[config.mk]
export PLATFORM = sky130hd
export DESIGN_NAME = data_mem_access_unit
export DESIGN_NICKNAME = d
export VERILOG_FILES = /design/src/rtl/mem_access_pkg.sv /design/src/rtl/load_store_align.sv /design/src/rtl/data_mem_access_unit.sv
export SDC_FILE = /design/constraint.sdc
export NUM_CORES = 1
export LEC_CHECK = 0
export CAP_MARGIN = 10
export CELL_PAD_IN_SITES_DETAIL_PLACEMENT = 2
export CELL_PAD_IN_SITES_GLOBAL_PLACEMENT = 2
export CORE_MARGIN = 2
export CORE_UTILIZATION = 24
export CTS_BUF_LIST = sky130_fd_sc_hd__clkbuf_8
export DETAILED_ROUTE_END_ITERATION = 6
export PLACE_DENSITY = 0.91
export REMOVE_ABC_BUFFERS = 1
export SLEW_MARGIN = 40
export SYNTH_ARGS = -nofsm -noshare
export SYNTH_HDL_FRONTEND = slang
export SYNTH_SLANG_ARGS = --single-unit
[constraint.sdc]
create_clock -name clk -period 2 [get_ports clk]
set_clock_uncertainty 0.2 [all_clocks]
set_input_delay 0.2 -clock clk [delete_from_list [all_inputs] [get_ports clk]]
set_output_delay 0.2 -clock clk [all_outputs]
set_load 0.005 [all_outputs]
[src/rtl/mem_access_pkg.sv]
// Shared definitions for the M-stage data memory access unit:
// RV32I load/store funct3 codes, FSM state encoding, byte-strobe patterns
// and the misaligned-access predicate.
package mem_access_pkg;

  localparam int unsigned XLEN = 32;
  localparam int unsigned STRB_W_BITS = XLEN / 8;

  // RV32I funct3 encodings for loads/stores
  localparam logic [2:0] F3_B  = 3'b000;
  localparam logic [2:0] F3_H  = 3'b001;
  localparam logic [2:0] F3_W  = 3'b010;
  localparam logic [2:0] F3_BU = 3'b100;
  localparam logic [2:0] F3_HU = 3'b101;

  // Access size as carried by funct3[1:0]; 2'b10 and 2'b11 both mean word
  localparam logic [1:0] SZ_B = 2'b00;
  localparam logic [1:0] SZ_H = 2'b01;

  typedef enum logic [1:0] {
    ST_IDLE     = 2'd0,
    ST_REQ      = 2'd1,
    ST_WAIT_RSP = 2'd2,
    ST_DONE     = 2'd3
  } state_e;

  localparam logic [STRB_W_BITS-1:0] STRB_NONE = 4'b0000;
  localparam logic [STRB_W_BITS-1:0] STRB_B0   = 4'b0001;
  localparam logic [STRB_W_BITS-1:0] STRB_HLO  = 4'b0011;
  localparam logic [STRB_W_BITS-1:0] STRB_HHI  = 4'b1100;
  localparam logic [STRB_W_BITS-1:0] STRB_W    = 4'b1111;

  // Half needs addr[0]=0, word needs addr[1:0]=0; bytes are always aligned
  function automatic logic is_misaligned(input logic [1:0] size, input logic [1:0] off);
    case (size)
      SZ_B:    return 1'b0;
      SZ_H:    return off[0];
      default: return (off != 2'b00);
    endcase
  endfunction

endpackage

[src/rtl/load_store_align.sv]
// Combinational lane steering for the data memory access unit.
//   st_size/st_off/st_data  -> st_wdata_c/st_wstrb_c : store lane replication + byte enables
//   ld_funct3/ld_off/ld_rdata -> ld_data_c           : load lane select + sign/zero extension
module load_store_align
  import mem_access_pkg::*;
(
  input  logic [1:0]             st_size,
  input  logic [1:0]             st_off,
  input  logic [XLEN-1:0]        st_data,
  output logic [XLEN-1:0]        st_wdata_c,
  output logic [STRB_W_BITS-1:0] st_wstrb_c,
  input  logic [2:0]             ld_funct3,
  input  logic [1:0]             ld_off,
  input  logic [XLEN-1:0]        ld_rdata,
  output logic [XLEN-1:0]        ld_data_c
);

  logic [7:0]  ld_byte_c;
  logic [15:0] ld_half_c;

  // Store: replicate the low byte/half into every lane so any strobe lines up
  always_comb begin
    st_wdata_c = st_data;
    st_wstrb_c = STRB_W;
    case (st_size)
      SZ_B: begin
        st_wdata_c = {4{st_data[7:0]}};
        st_wstrb_c = STRB_B0 << st_off;
      end
      SZ_H: begin
        st_wdata_c = {2{st_data[15:0]}};
        st_wstrb_c = st_off[1] ? STRB_HHI : STRB_HLO;
      end
      default: ;
    endcase
  end

  // Load: pick the lane then extend; unknown funct3 falls through to a word
  always_comb begin
    ld_byte_c = ld_rdata[{ld_off, 3'b000} +: 8];
    ld_half_c = ld_off[1] ? ld_rdata[31:16] : ld_rdata[15:0];
    case (ld_funct3)
      F3_B:    ld_data_c = {{24{ld_byte_c[7]}}, ld_byte_c};
      F3_BU:   ld_data_c = {24'h000000, ld_byte_c};
      F3_H:    ld_data_c = {{16{ld_half_c[15]}}, ld_half_c};
      F3_HU:   ld_data_c = {16'h0000, ld_half_c};
      default: ld_data_c = ld_rdata;
    endcase
  end

endmodule

[src/rtl/data_mem_access_unit.sv]
// M-stage data memory access controller.
// Accepts a load/store from the E->M registers, runs one valid/ready request
// on the data bus (waiting for the read response on loads), and returns the
// extended load result in ReadDataM. StallM freezes the pipeline meanwhile.
//   clk, rst (async, active-low)
//   ALUResultM, WriteDataM, MemWriteM, MemReadM, Funct3M : access from M stage
//   ReadDataM, StallM, MisalignM                          : to pipeline
//   mem_req_* / mem_rsp_*                                 : data memory bus
// Build option: define MISALIGN_TRAP_EN to trap misaligned half/word accesses
// (no bus request, MisalignM pulse, loads return 0); otherwise MisalignM is 0
// and the low address bits are simply truncated.
module data_mem_access_unit
  import mem_access_pkg::*;
#(
  parameter int unsigned ADDR_WIDTH = 32
) (
  input  logic                   clk,
  input  logic                   rst,
  input  logic [XLEN-1:0]        ALUResultM,
  input  logic [XLEN-1:0]        WriteDataM,
  input  logic                   MemWriteM,
  input  logic                   MemReadM,
  input  logic [2:0]             Funct3M,
  output logic [XLEN-1:0]        ReadDataM,
  output logic                   StallM,
  output logic                   MisalignM,
  output logic                   mem_req_valid,
  input  logic                   mem_req_ready,
  output logic                   mem_req_we,
  output logic [ADDR_WIDTH-1:0]  mem_req_addr,
  output logic [XLEN-1:0]        mem_req_wdata,
  output logic [STRB_W_BITS-1:0] mem_req_wstrb,
  input  logic                   mem_rsp_valid,
  input  logic [XLEN-1:0]        mem_rsp_rdata
);

  state_e                 state_q, state_d;
  logic [ADDR_WIDTH-1:0]  addr_q, addr_d;
  logic                   we_q, we_d;
  logic [XLEN-1:0]        wdata_q, wdata_d;
  logic [STRB_W_BITS-1:0] wstrb_q, wstrb_d;
  logic [2:0]             funct3_q, funct3_d;
  logic [1:0]             off_q, off_d;
  logic                   req_valid_q, req_valid_d;
  logic [XLEN-1:0]        rdata_q, rdata_d;
  logic                   misalign_q, misalign_d;

  logic                   access_c;
  logic                   misalign_c;
  logic [XLEN-1:0]        st_wdata_c;
  logic [STRB_W_BITS-1:0] st_wstrb_c;
  logic [XLEN-1:0]        ld_data_c;

  assign access_c = MemReadM | MemWriteM;

`ifdef MISALIGN_TRAP_EN
  assign misalign_c = is_misaligned(Funct3M[1:0], ALUResultM[1:0]);
`else
  assign misalign_c = 1'b0;
`endif

  load_store_align u_align (
    .st_size    (Funct3M[1:0]),
    .st_off     (ALUResultM[1:0]),
    .st_data    (WriteDataM),
    .st_wdata_c (st_wdata_c),
    .st_wstrb_c (st_wstrb_c),
    .ld_funct3  (funct3_q),
    .ld_off     (off_q),
    .ld_rdata   (mem_rsp_rdata),
    .ld_data_c  (ld_data_c)
  );

  // State register
  always_ff @(posedge clk or negedge rst) begin
    if (!rst) state_q <= ST_IDLE;
    else      state_q <= state_d;
  end

  // Next-state logic; a simultaneous read+write is handled as a store via we_q
  always_comb begin
    state_d = state_q;
    case (state_q)
      ST_IDLE:     if (access_c) state_d = misalign_c ? ST_DONE : ST_REQ;
      ST_REQ:      if (req_valid_q && mem_req_ready) state_d = we_q ? ST_DONE : ST_WAIT_RSP;
      ST_WAIT_RSP: if (mem_rsp_valid) state_d = ST_DONE;
      ST_DONE:     state_d = ST_IDLE;
      default:     state_d = ST_IDLE;
    endcase
  end

  // Output / datapath next values; request fields only load in IDLE so they
  // stay stable for the whole REQ phase
  always_comb begin
    addr_d      = addr_q;
    we_d        = we_q;
    wdata_d     = wdata_q;
    wstrb_d     = wstrb_q;
    funct3_d    = funct3_q;
    off_d       = off_q;
    rdata_d     = rdata_q;
    misalign_d  = 1'b0;
    req_valid_d = (state_d == ST_REQ);
    StallM      = 1'b0;
    case (state_q)
      ST_IDLE: begin
        StallM = access_c;
        if (access_c) begin
          if (misalign_c) begin
            misalign_d = 1'b1;
            if (!MemWriteM) rdata_d = '0;
          end else begin
            addr_d   = {ALUResultM[ADDR_WIDTH-1:2], 2'b00};
            we_d     = MemWriteM;
            wdata_d  = MemWriteM ? st_wdata_c : '0;
            wstrb_d  = MemWriteM ? st_wstrb_c : STRB_NONE;
            funct3_d = Funct3M;
            off_d    = ALUResultM[1:0];
          end
        end
      end
      ST_REQ:      StallM = 1'b1;
      ST_WAIT_RSP: begin
        StallM = 1'b1;
        if (mem_rsp_valid) rdata_d = ld_data_c;
      end
      default: ;
    endcase
  end

  // Datapath registers
  always_ff @(posedge clk or negedge rst) begin
    if (!rst) begin
      addr_q      <= '0;
      we_q        <= 1'b0;
      wdata_q     <= '0;
      wstrb_q     <= STRB_NONE;
      funct3_q    <= 3'b000;
      off_q       <= 2'b00;
      req_valid_q <= 1'b0;
      rdata_q     <= '0;
      misalign_q  <= 1'b0;
    end else begin
      addr_q      <= addr_d;
      we_q        <= we_d;
      wdata_q     <= wdata_d;
      wstrb_q     <= wstrb_d;
      funct3_q    <= funct3_d;
      off_q       <= off_d;
      req_valid_q <= req_valid_d;
      rdata_q     <= rdata_d;
      misalign_q  <= misalign_d;
    end
  end

  assign mem_req_valid = req_valid_q;
  assign mem_req_we    = we_q;
  assign mem_req_addr  = addr_q;
  assign mem_req_wdata = wdata_q;
  assign mem_req_wstrb = wstrb_q;
  assign ReadDataM     = rdata_q;
  assign MisalignM     = misalign_q;

endmodule

==> flow_metrics.tcl <==
set metrics [dict create \
    viasPerCell 4.671 \
    num_vias 4554 \
    min_period_ns 1.901 \
    synth.most_common_cell "dfrtp_1" \
    dp.cells 953 \
    syn_avg_cell_area_um2 10.52 \
    max_stage_delay_ns 0.53 \
    drt_iter0_drc 159 \
    clock_path_buffers 2 \
    clkPwrFrac_pct 12.2 \
    fmax_ghz 0.5259 \
    cp_num_buf_inv 1 \
    synth.top_cell.area_share_pct 53.70 \
    clock-root-buffer "clkbuf_8" \
    start_kind "register" \
    slew_headroom_pct 62.49 \
    power_frac_comb_pct 53.1 \
    antenna_found_initial 1 \
    die_w_um 148.1 \
    wl_per_cell_um 20.25 \
    setup_viol 0 \
    place_area_um2 7634 \
    p_sw_uw 4091 \
    yosysSeqAreaShare_pct 53.70 \
    drt_drc_violations_left 0 \
    die_y_um 148.1 \
    diodes 0 \
    dp_slack_ns -0.1328 \
    timing.max_cap.violations 0 \
    slowest_stage "mux4_2" \
    ir_drop_v 0.0005282 \
    drive_gt1_share_pct 16.03 \
    fin_area_um2 7961 \
    netlist_top_cells_count "107 x dfrtp_1, 52 x nand2_1, 47 x o21ai_0" \
    yosys_warnings 0 \
    place_congestion 0.7363 \
    outcome "complete, no violations" \
    worstSkewPairLatency_ns 0.38 \
    layout_setup_ws_ns 0.09865 \
    synth_cell_types 38 \
    hold_viol_final 0 \
    synthCells 474 \
    grt_overflow 0 \
    dp.final_hpwl_um 14910 \
    routed_wl_um 19740 \
    finalCritPeriodShare_pct 95.07 \
    area_growth_pct 59.67 \
    clk_pin_slew_ns 0.11 \
    crit_path_max_fanout 14 \
    seq_power_share_pct 34.7 \
    detail-route-antenna-nets 0 \
    io_buffers 205 \
    grt_pass1_wl_um 30210 \
    ys_ff_latch 107 \
    synthArstFlopShare_pct 100.0 \
    crit_arrival_ns 1.96 \
    cts_tree "done" \
    leakage_uw 0.003403 \
    worst_setup_path_end_kind "register" \
    rsz0062_at_grt "true" \
    io_pins 209 \
    final_util_pct 39.22 \
    synth_edf_count 0 \
    fin_nets 811 \
    p_per_area_nw_per_um2 1411 \
    p_int_uw 7147 \
    stdcell_count 975 \
    drt-pass1-iter-count 4 \
    setup-tns-final_ns 0 \
    placementRows 52 \
    critical_path_class "reg -> reg" \
    synth_ff_type "dfrtp_1" \
    hold_path_class "in -> async" \
    crit_path_cell_trace "mux4_2 -> nor2_1 -> a2111o_1 -> buf_12 -> nand3_1" \
    htree_levels 3 \
    die-area_um2 21940 \
    synth_area_leaders "dfrtp_1 54%, mux2_2 9.3%, o21ai_0 4.7%" \
    tightest_slew_ns 0.5608 \
    critical_path_required_ns 2.06 \
    initial_core_util_pct 24.56 \
    grt_max_degree 67 \
    grt_pass1_vias 5238 \
    cts_made_buffers 9 \
    synth_top_area_cell "dfrtp_1" \
    netlist_area_um2 4986 \
    slew_viol_final 0 \
    cts_sinks 107 \
    sw_frac_of_total_pct 36.40 \
    core_area_um2 20300 \
    crit_family "multiplexers" \
    track_usage_pct 18.01 \
]
cell usage in the layout, fill, tap and decap left out, types with 5 or more instances in the layout:
| cell | netlist | layout |
|---|---|---|
| mux2i_1 | 22 | 22 |
| nand3_1 | 27 | 27 |
| nand2_1 | 52 | 51 |
| inv_1 | 17 | 15 |
| o21ai_0 | 47 | 46 |
| nor2b_1 | 17 | 17 |
| dfrtp_1 | 107 | 107 |
| mux2_2 | 41 | 41 |
| buf_4 | 4 | 29 |
| clkbuf_8 | 0 | 9 |
| a211oi_1 | 8 | 5 |
| a21oi_1 | 27 | 27 |
| buf_12 | 0 | 10 |
| o22ai_1 | 5 | 5 |
| clkdlybuf4s50_1 | 0 | 203 |
| nor2_1 | 23 | 23 |
| a22o_1 | 13 | 13 |
| ha_1 | 6 | 5 |
final timing paths:
path | start | end | slack [ns] | depth (start not counted)
max in group asynchronous | rst | funct3_q[1]$_DFFE_PN0P_ | 0.47 | 3
max reg2reg | off_q[1]$_DFFE_PN0P_ | ReadDataM[30]$_DFFE_PN0P_ | 0.1 | 5
min reg2reg | mem_req_wstrb[3]$_DFFE_PN0P_ | mem_req_wstrb[3]$_DFFE_PN0P_ | 0.29 | 2
max | off_q[1]$_DFFE_PN0P_ | ReadDataM[30]$_DFFE_PN0P_ | 0.1 | 5
min in group clk | WriteDataM[30] | mem_req_wdata[30]$_DFFE_PN0P_ | 0.21 | 3
min | rst | ReadDataM[0]$_DFFE_PN0P_ | 0.21 | 3
routing by layer:
metal  share of wire, %  track usage (%)  vias to the layer above
met3                8.5            6.411                       18
met5                  0                0                        -
met2                 51            31.78                      168
li1                   -                -                     2100
met4                1.4            4.905                        0
met1                 39            20.69                     2268
power by group through the flow:
stage,registers [uW],logic [uW],clock network (uW)
final,3900,5970,1370
after CTS,3920,5980,1440
after global placement,3870,5610,0
after detailed placement,3960,5900,0
after floorplan,4050,1950,0
after global routing,4050,6490,1510
worst reg2reg max path: cells and delay by family, from the launching register on:
family | cells | cell delay (ns)
AOI/OAI and AO/OA | 1 | 0.20
buffers and inverters | 1 | 0.16
DFF | 1 | 0.41
muxes | 1 | 0.53
and+or+nand+nor | 2 | 0.28
through the flow:
step | hold slack (ns) | total power [uW]
finish | 0.2091 | 11240
floorplan | -0.2956 | 6004
detailed placement | -0.1327 | 9858
CTS | 0.1848 | 11330
global route | 0.1924 | 12050
global placement | -0.1315 | 9479
what timing repair did:
item,CTS,global route
cloned,0,2
gates resized for setup,6,9
hold endpoints to repair,107,0
buffers inserted,1,1
hold buffers,2,0
endpoints found under the setup margin,1,23
pin swaps,0,0
flip-flops by register name, summed over array words and instances, names as in the netlist, 2 cells and up:
register / flops
mem_req_wstrb: 4
ReadDataM: 32
mem_req_addr: 30
mem_req_wdata: 32
off_q: 2
funct3_q: 3
state_q: 2
cells by family after synthesis:
logic type	count (synthesis)	synth area share (%)
other cells	1	0.07521
mux	64	14.13
compound gates	112	13.63
fa+ha+maj	6	1.506
flops	107	53.70
buf+inv	52	4.517
simple gates	132	12.45
area by class of cell:
| type | count | area (um^2) |
|---|---|---|
| tap | 270 | 337.8 |
| sequential | 107 | 2678 |
| clock buffer | 9 | 123.9 |
| multi-input combinational | 317 | 2147 |
| timing repair buffer | 248 | 2542 |
| inverter | 17 | 63.81 |
| fill | 2194 | 12340 |
| clock inverter | 7 | 68.82 |
Power figures use the tool's default switching activity.
